### src/rtl/jtvigil_pkg.sv
// Shared definitions for the ROM arbiter: default word offsets, FSM states
// and the round-robin requester order.
package jtvigil_pkg;

   localparam logic [21:0] SCR1_OFFSET_DEF = 22'h00000;
   localparam logic [21:0] SCR2_OFFSET_DEF = 22'h08000;
   localparam logic [21:0] OBJ_OFFSET_DEF  = 22'h10000;

   typedef enum logic [1:0] {
      ST_IDLE,
      ST_REQ,
      ST_WAIT
   } state_e;

   typedef enum logic [1:0] {
      SRC_SCR1,
      SRC_SCR2,
      SRC_OBJ
   } src_e;

   function automatic src_e src_next(input src_e s);
      case (s)
         SRC_SCR1: return SRC_SCR2;
         SRC_SCR2: return SRC_OBJ;
         default:  return SRC_SCR1;
      endcase
   endfunction

   // First pending requester found walking scr1 -> scr2 -> obj from start.
   function automatic src_e rr_pick(input logic [2:0] pend, input src_e start);
      src_e s;
      src_e pick;
      logic found;
      s     = start;
      pick  = start;
      found = 1'b0;
      for (int unsigned i = 0; i < 3; i++) begin
         if (!found && pend[s]) begin
            pick  = s;
            found = 1'b1;
         end
         s = src_next(s);
      end
      return pick;
   endfunction

endpackage

### src/rtl/jtvigil_rom_cache.sv
// One-entry read cache for a single ROM requester: tag, data word, valid bit.
module jtvigil_rom_cache #(
   parameter int unsigned AW = 17
) (
   input  logic          clk,
   input  logic          rst,
   input  logic          cs,
   input  logic [AW-1:0] addr,
   input  logic          fill,
   input  logic [AW-1:0] fill_tag,
   input  logic [31:0]   fill_data,
   output logic          ok,
   output logic          miss,
   output logic [31:0]   data
);

   logic          valid_q, valid_d;
   logic [AW-1:0] tag_q, tag_d;
   logic [31:0]   data_q, data_d;
   logic          hit;

   always_comb begin
      valid_d = valid_q;
      tag_d   = tag_q;
      data_d  = data_q;
      if (fill) begin
         valid_d = 1'b1;
         tag_d   = fill_tag;
         data_d  = fill_data;
      end
   end

   always_ff @(posedge clk or posedge rst) begin
      if (rst) begin
         valid_q <= 1'b0;
         tag_q   <= '0;
         data_q  <= '0;
      end else begin
         valid_q <= valid_d;
         tag_q   <= tag_d;
         data_q  <= data_d;
      end
   end

   assign hit  = valid_q && (tag_q == addr);
   assign ok   = cs && hit;
   assign miss = cs && !hit;
   assign data = data_q;

endmodule

### src/rtl/jtvigil_rom_arb.sv
// Round-robin arbiter giving three cached ROM requesters access to a single
// request/grant/valid memory port, one access outstanding at a time.
module jtvigil_rom_arb
   import jtvigil_pkg::*;
#(
   parameter logic [21:0] SCR1_OFFSET = SCR1_OFFSET_DEF,
   parameter logic [21:0] SCR2_OFFSET = SCR2_OFFSET_DEF,
   parameter logic [21:0] OBJ_OFFSET  = OBJ_OFFSET_DEF
) (
   input  logic        rst,
   input  logic        clk,
   input  logic        scr1_cs,
   input  logic        scr2_cs,
   input  logic        obj_cs,
   input  logic [16:0] scr1_addr,
   input  logic [17:0] scr2_addr,
   input  logic [17:0] obj_addr,
   output logic        scr1_ok,
   output logic        scr2_ok,
   output logic        obj_ok,
   output logic [31:0] scr1_data,
   output logic [31:0] scr2_data,
   output logic [31:0] obj_data,
   output logic        mem_req,
   output logic [21:0] mem_addr,
   input  logic        mem_gnt,
   input  logic        mem_valid,
   input  logic [31:0] mem_data
);

   state_e      st_q, st_d;
   src_e        win_q, win_d;
   src_e        ptr_q, ptr_d;
   src_e        pick;
   logic        mem_req_q, mem_req_d;
   logic [21:0] mem_addr_q, mem_addr_d;
   logic [2:0]  miss;
   logic [2:0]  fill;

   // The latched tag is recovered from mem_addr by removing the offset; this is
   // exact because every requester address is narrower than the 22-bit bus.
   jtvigil_rom_cache #(.AW(17)) u_scr1 (
      .clk(clk), .rst(rst), .cs(scr1_cs), .addr(scr1_addr), .fill(fill[SRC_SCR1]),
      .fill_tag(17'(mem_addr_q - SCR1_OFFSET)), .fill_data(mem_data),
      .ok(scr1_ok), .miss(miss[SRC_SCR1]), .data(scr1_data)
   );

   jtvigil_rom_cache #(.AW(18)) u_scr2 (
      .clk(clk), .rst(rst), .cs(scr2_cs), .addr(scr2_addr), .fill(fill[SRC_SCR2]),
      .fill_tag(18'(mem_addr_q - SCR2_OFFSET)), .fill_data(mem_data),
      .ok(scr2_ok), .miss(miss[SRC_SCR2]), .data(scr2_data)
   );

   jtvigil_rom_cache #(.AW(18)) u_obj (
      .clk(clk), .rst(rst), .cs(obj_cs), .addr(obj_addr), .fill(fill[SRC_OBJ]),
      .fill_tag(18'(mem_addr_q - OBJ_OFFSET)), .fill_data(mem_data),
      .ok(obj_ok), .miss(miss[SRC_OBJ]), .data(obj_data)
   );

   always_comb begin
      st_d       = st_q;
      win_d      = win_q;
      ptr_d      = ptr_q;
      mem_req_d  = mem_req_q;
      mem_addr_d = mem_addr_q;
      fill       = '0;
      pick       = rr_pick(miss, ptr_q);
      case (st_q)
         ST_IDLE: begin
            if (|miss) begin
               win_d     = pick;
               ptr_d     = src_next(pick);
               mem_req_d = 1'b1;
               st_d      = ST_REQ;
               case (pick)
                  SRC_SCR1: mem_addr_d = {5'd0, scr1_addr} + SCR1_OFFSET;
                  SRC_SCR2: mem_addr_d = {4'd0, scr2_addr} + SCR2_OFFSET;
                  default:  mem_addr_d = {4'd0, obj_addr}  + OBJ_OFFSET;
               endcase
            end
         end
         ST_REQ: begin
            if (mem_gnt) begin
               mem_req_d = 1'b0;
               if (mem_valid) begin
                  fill[win_q] = 1'b1;
                  st_d        = ST_IDLE;
               end else begin
                  st_d = ST_WAIT;
               end
            end
         end
         ST_WAIT: begin
            if (mem_valid) begin
               fill[win_q] = 1'b1;
               st_d        = ST_IDLE;
            end
         end
         default: st_d = ST_IDLE;
      endcase
   end

   always_ff @(posedge clk or posedge rst) begin
      if (rst) begin
         st_q       <= ST_IDLE;
         win_q      <= SRC_SCR1;
         ptr_q      <= SRC_SCR1;
         mem_req_q  <= 1'b0;
         mem_addr_q <= '0;
      end else begin
         st_q       <= st_d;
         win_q      <= win_d;
         ptr_q      <= ptr_d;
         mem_req_q  <= mem_req_d;
         mem_addr_q <= mem_addr_d;
      end
   end

   assign mem_req  = mem_req_q;
   assign mem_addr = mem_addr_q;

endmodule

### config.mk
export PLATFORM = sky130hd
export DESIGN_NAME = jtvigil_rom_arb
export DESIGN_NICKNAME = d
export VERILOG_FILES = /design/src/rtl/jtvigil_pkg.sv /design/src/rtl/jtvigil_rom_cache.sv /design/src/rtl/jtvigil_rom_arb.sv
export SDC_FILE = /design/constraint.sdc
export NUM_CORES = 1
export LEC_CHECK = 0
export ABC_AREA = 1
export CAP_MARGIN = 20
export CELL_PAD_IN_SITES_DETAIL_PLACEMENT = 2
export CELL_PAD_IN_SITES_GLOBAL_PLACEMENT = 2
export CORE_AREA = 2 2 175 177
export DETAILED_ROUTE_END_ITERATION = 6
export DIE_AREA = 0 0 177 179
export GPL_ROUTABILITY_DRIVEN = 0
export PLACE_DENSITY = 0.88
export SLEW_MARGIN = 30
export SYNTH_ARGS = -nofsm -noshare
export SYNTH_HDL_FRONTEND = slang
export SYNTH_SLANG_ARGS = --single-unit
### constraint.sdc
create_clock -name clk -period 17.35 [get_ports clk]
set_clock_uncertainty 0.1 [all_clocks]
set_input_delay 3.47 -clock clk [delete_from_list [all_inputs] [get_ports clk]]
set_output_delay 3.47 -clock clk [all_outputs]
set_load 0.005 [all_outputs]
==> flow_summary.json <==
{
  "powerDensity_mw_per_mm2": 177.2,
  "yosysWarningCount": 0,
  "critPathLaunchType": "input pin",
  "postCtsSetupBuffers": 0,
  "grt_pass1_wl_um": 53800,
  "nets": 1409,
  "gr-usage-all-layers_pct": 22.53,
  "synth_largest_area_cell": "dfrtp_1",
  "postCtsHoldBufs": 0,
  "antenna_found_initial": 0,
  "path_cells": "clkdlybuf4s50_1 -> inv_2 -> nand2_1 -> nand2_1 -> nor3b_1 -> nand3_1 -> nor4b_1 -> and2_1 -> clkdlybuf4s50_1",
  "slowest_stage": "clkdlybuf4s50_1",
  "finalWorstSetupSlack_ns": 7.962,
  "drv_slew": 0,
  "h-tree-depth": 4,
  "placementRows": 64,
  "grt_pass1_vias": 9316,
  "grt_max_degree": 98,
  "fp.dieW_um": 177,
  "synthTopCellsByArea": "dfrtp_1 51%, nand2_1 15%, o21ai_0 9.1%",
  "setup_viol": 0,
  "postSynth.asyncResetShare_pct": 100.0,
  "fin_setup_tns_ns": 0,
  "synth-edff-count": 0,
  "worstPathRequired_ns": 13.78,
  "ys_seq_area_share_pct": 50.53,
  "fillerInstances": 3404,
  "synth_top_area_share_pct": 50.53,
  "syn_area_mm2": 0.008816,
  "chipHeight_um": 179,
  "synth-main-ff-cell": "dfrtp_1",
  "antennaDiodeCount": 0,
  "drt_first_pass_iters": 4,
  "cts_sinks": 178,
  "rsz0062_at_grt": "no",
  "drc": 0,
  "wirelength_um": 34720,
  "peakVddDrop_mv": 0.08322,
  "synth_seq_cells": 178,
  "synth_cell_type_count": 41,
  "critical_path_class": "input pin to primary output",
  "cap_violations": 0,
  "clkLatencyLatePin_ns": 0.44,
  "tightest_slew_ns": 0.8353,
  "portBuffers": 210,
  "layout-drive-gt1-share_pct": 5.295,
  "avgSynthCellArea_um2": 7.761,
  "crit_arrival_ns": 5.82,
  "vias": 8226,
  "hp-class": "flip-flop to flip-flop",
  "cts_root_buf": "clkbuf_16",
  "area_growth_syn_to_layout_pct": 33.07,
  "pin_count": 214,
  "gr-total-overflow": 0,
  "wl_met2_um": 17520,
  "pre_cts_slack_ns": 7.988,
  "period_needed_ns": 9.388,
  "coreArea_mm2": 0.03003,
  "fin_crit_sh_pct": 54.11,
  "drtIter0Drc": 314,
  "drt-met1-wl_um": 14020,
  "slew-limit-headroom_pct": 44.31,
  "clk_path_buf_depth": 2,
  "ant_nets": 0,
  "dp.final_hpwl_um": 25490,
  "numCtsBuffers": 17,
  "finalHoldViolCount": 0,
  "end_kind": "primary output",
  "cts_tree": "yes",
  "synthTopCellsByCount": "348 x nand2_1, 178 x dfrtp_1, 169 x inv_1",
  "slowest_delay_ns": 0.56,
  "p_leak_nw": 5.788,
  "wl_met3_um": 2588,
  "wl_per_cell_um": 20.21,
  "synth_most_common_cell": "nand2_1",
  "cp_max_fo": 4,
  "max_freq_mhz": 106.5,
  "initial_utilization_pct": 29.36,
  "dieArea_mm2": 0.03168,
  "clk_pin_slew_ns": 0.07,
  "vias_per_cell": 4.788,
  "cts_resized": 0,
  "synthCells": 1136,
  "topRoutingLayerUsed": "met4",
  "status": "complete, no violations"
}
==> stage by stage <==
step / cell area, um2 / power [mW] / hold WS, ns / cells / util, %
global route: 11730 / 2.238 / 0.4051 / 1718 / 39.07
finish: 11730 / 2.079 / 0.3884 / 1718 / 39.07
floorplan: 8823 / 1.211 / 0.3284 / 1138 / -
global placement: 11130 / 1.617 / 0.3443 / 1688 / 37.08
detailed placement: 11140 / 1.677 / 0.3755 / 1688 / 37.09
CTS: 11730 / 2.106 / 0.3918 / 1718 / 39.06
==> layout make-up <==
class | instances | area, um2 | share of cell area (%)
Multi-Input combinational cell | 720 | 3363 | 28.67
Clock inverter | 10 | 125.1 | 1.067
Tap cell | 396 | 495.5 | 4.224
Inverter | 178 | 675.6 | 5.759
Timing Repair Buffer | 216 | 2151 | 18.33
Sequential cell | 178 | 4454 | 37.97
Clock buffer | 20 | 466.7 | 3.978
==> registers in the layout, summed over array words and instances, names as in the netlist <==
signal / flops
st_q: 2
u_obj.valid_q: 1
u_scr1.tag_q: 17
u_scr1.valid_q: 1
mem_req: 1
win_q: 2
u_obj.data: 32
ptr_q: 2
u_scr2.tag_q: 18
mem_addr: 19
u_scr1.data: 32
u_scr2.valid_q: 1
u_scr2.data: 32
u_obj.tag_q: 18
==> power by group <==
group          leakage (nW)  switching [mW]  internal (mW)  total, mW
registers              2.23           0.134          0.594      0.727
clock network         0.295           0.177          0.225      0.402
logic                  3.26           0.552          0.399      0.951
==> placed cells by master (no fill, tap or decap), drive strengths merged, types with 2 or more instances in the layout <==
| cell | n |
|---|---|
| nand2 | 354 |
| clkdlybuf4s50 | 210 |
| dfrtp | 178 |
| inv | 174 |
| o21ai | 162 |
| nand3 | 96 |
| nor2 | 48 |
| clkbuf | 20 |
| nand4 | 12 |
| clkinv | 12 |
| xnor2 | 7 |
| or2 | 6 |
| ha | 6 |
| buf | 6 |
| nor3 | 5 |
| xor2 | 4 |
| a21oi | 3 |
| conb | 3 |
| o21bai | 2 |
| bufinv | 2 |
| nand3b | 2 |
==> logic make-up (layout without fill, tap and decap cells) <==
kind of cell / count (synthesis) / count (layout) / synth area share [%]
buf+inv: 240 / 424 / 11.51
simple gates: 529 / 529 / 26.07
compound gates: 171 / 171 / 9.906
fa+ha+maj: 6 / 6 / 0.8515
flops: 178 / 178 / 50.53
other cells: 1 / 3 / 0.04254
xor+xnor: 11 / 11 / 1.093
==> worst paths after layout <==
| path | from | end | cells past startpoint | slack, ns |
|---|---|---|---|---|
| max | scr2_addr[17] | scr2_ok | 9 | 7.96 |
| min | u_scr2.data[31] | u_scr2.data[31] | 2 | 0.39 |
| max reg2reg | u_scr2.tag_q[7] | ptr_q[1] | 17 | 14.17 |
| min reg2reg | u_scr2.data[31] | u_scr2.data[31] | 2 | 0.39 |
| max in group asynchronous | rst | u_scr2.data[13] | 3 | 12.50 |
| min in group asynchronous | rst | u_obj.tag_q[6] | 2 | 3.44 |
==> critical path: cells and delay by family <==
family,cells,cell delay (ns)
buffers and inverters,3,1.11
AND/OR/NAND/NOR,6,1.22
==> routing by layer <==
layer,track usage (%),vias to the layer above
li1,-,3854
met5,0,-
met4,6.026,0
met1,25.05,4141
met3,8.121,27
met2,40.53,204
Power figures use the tool's default switching activity.
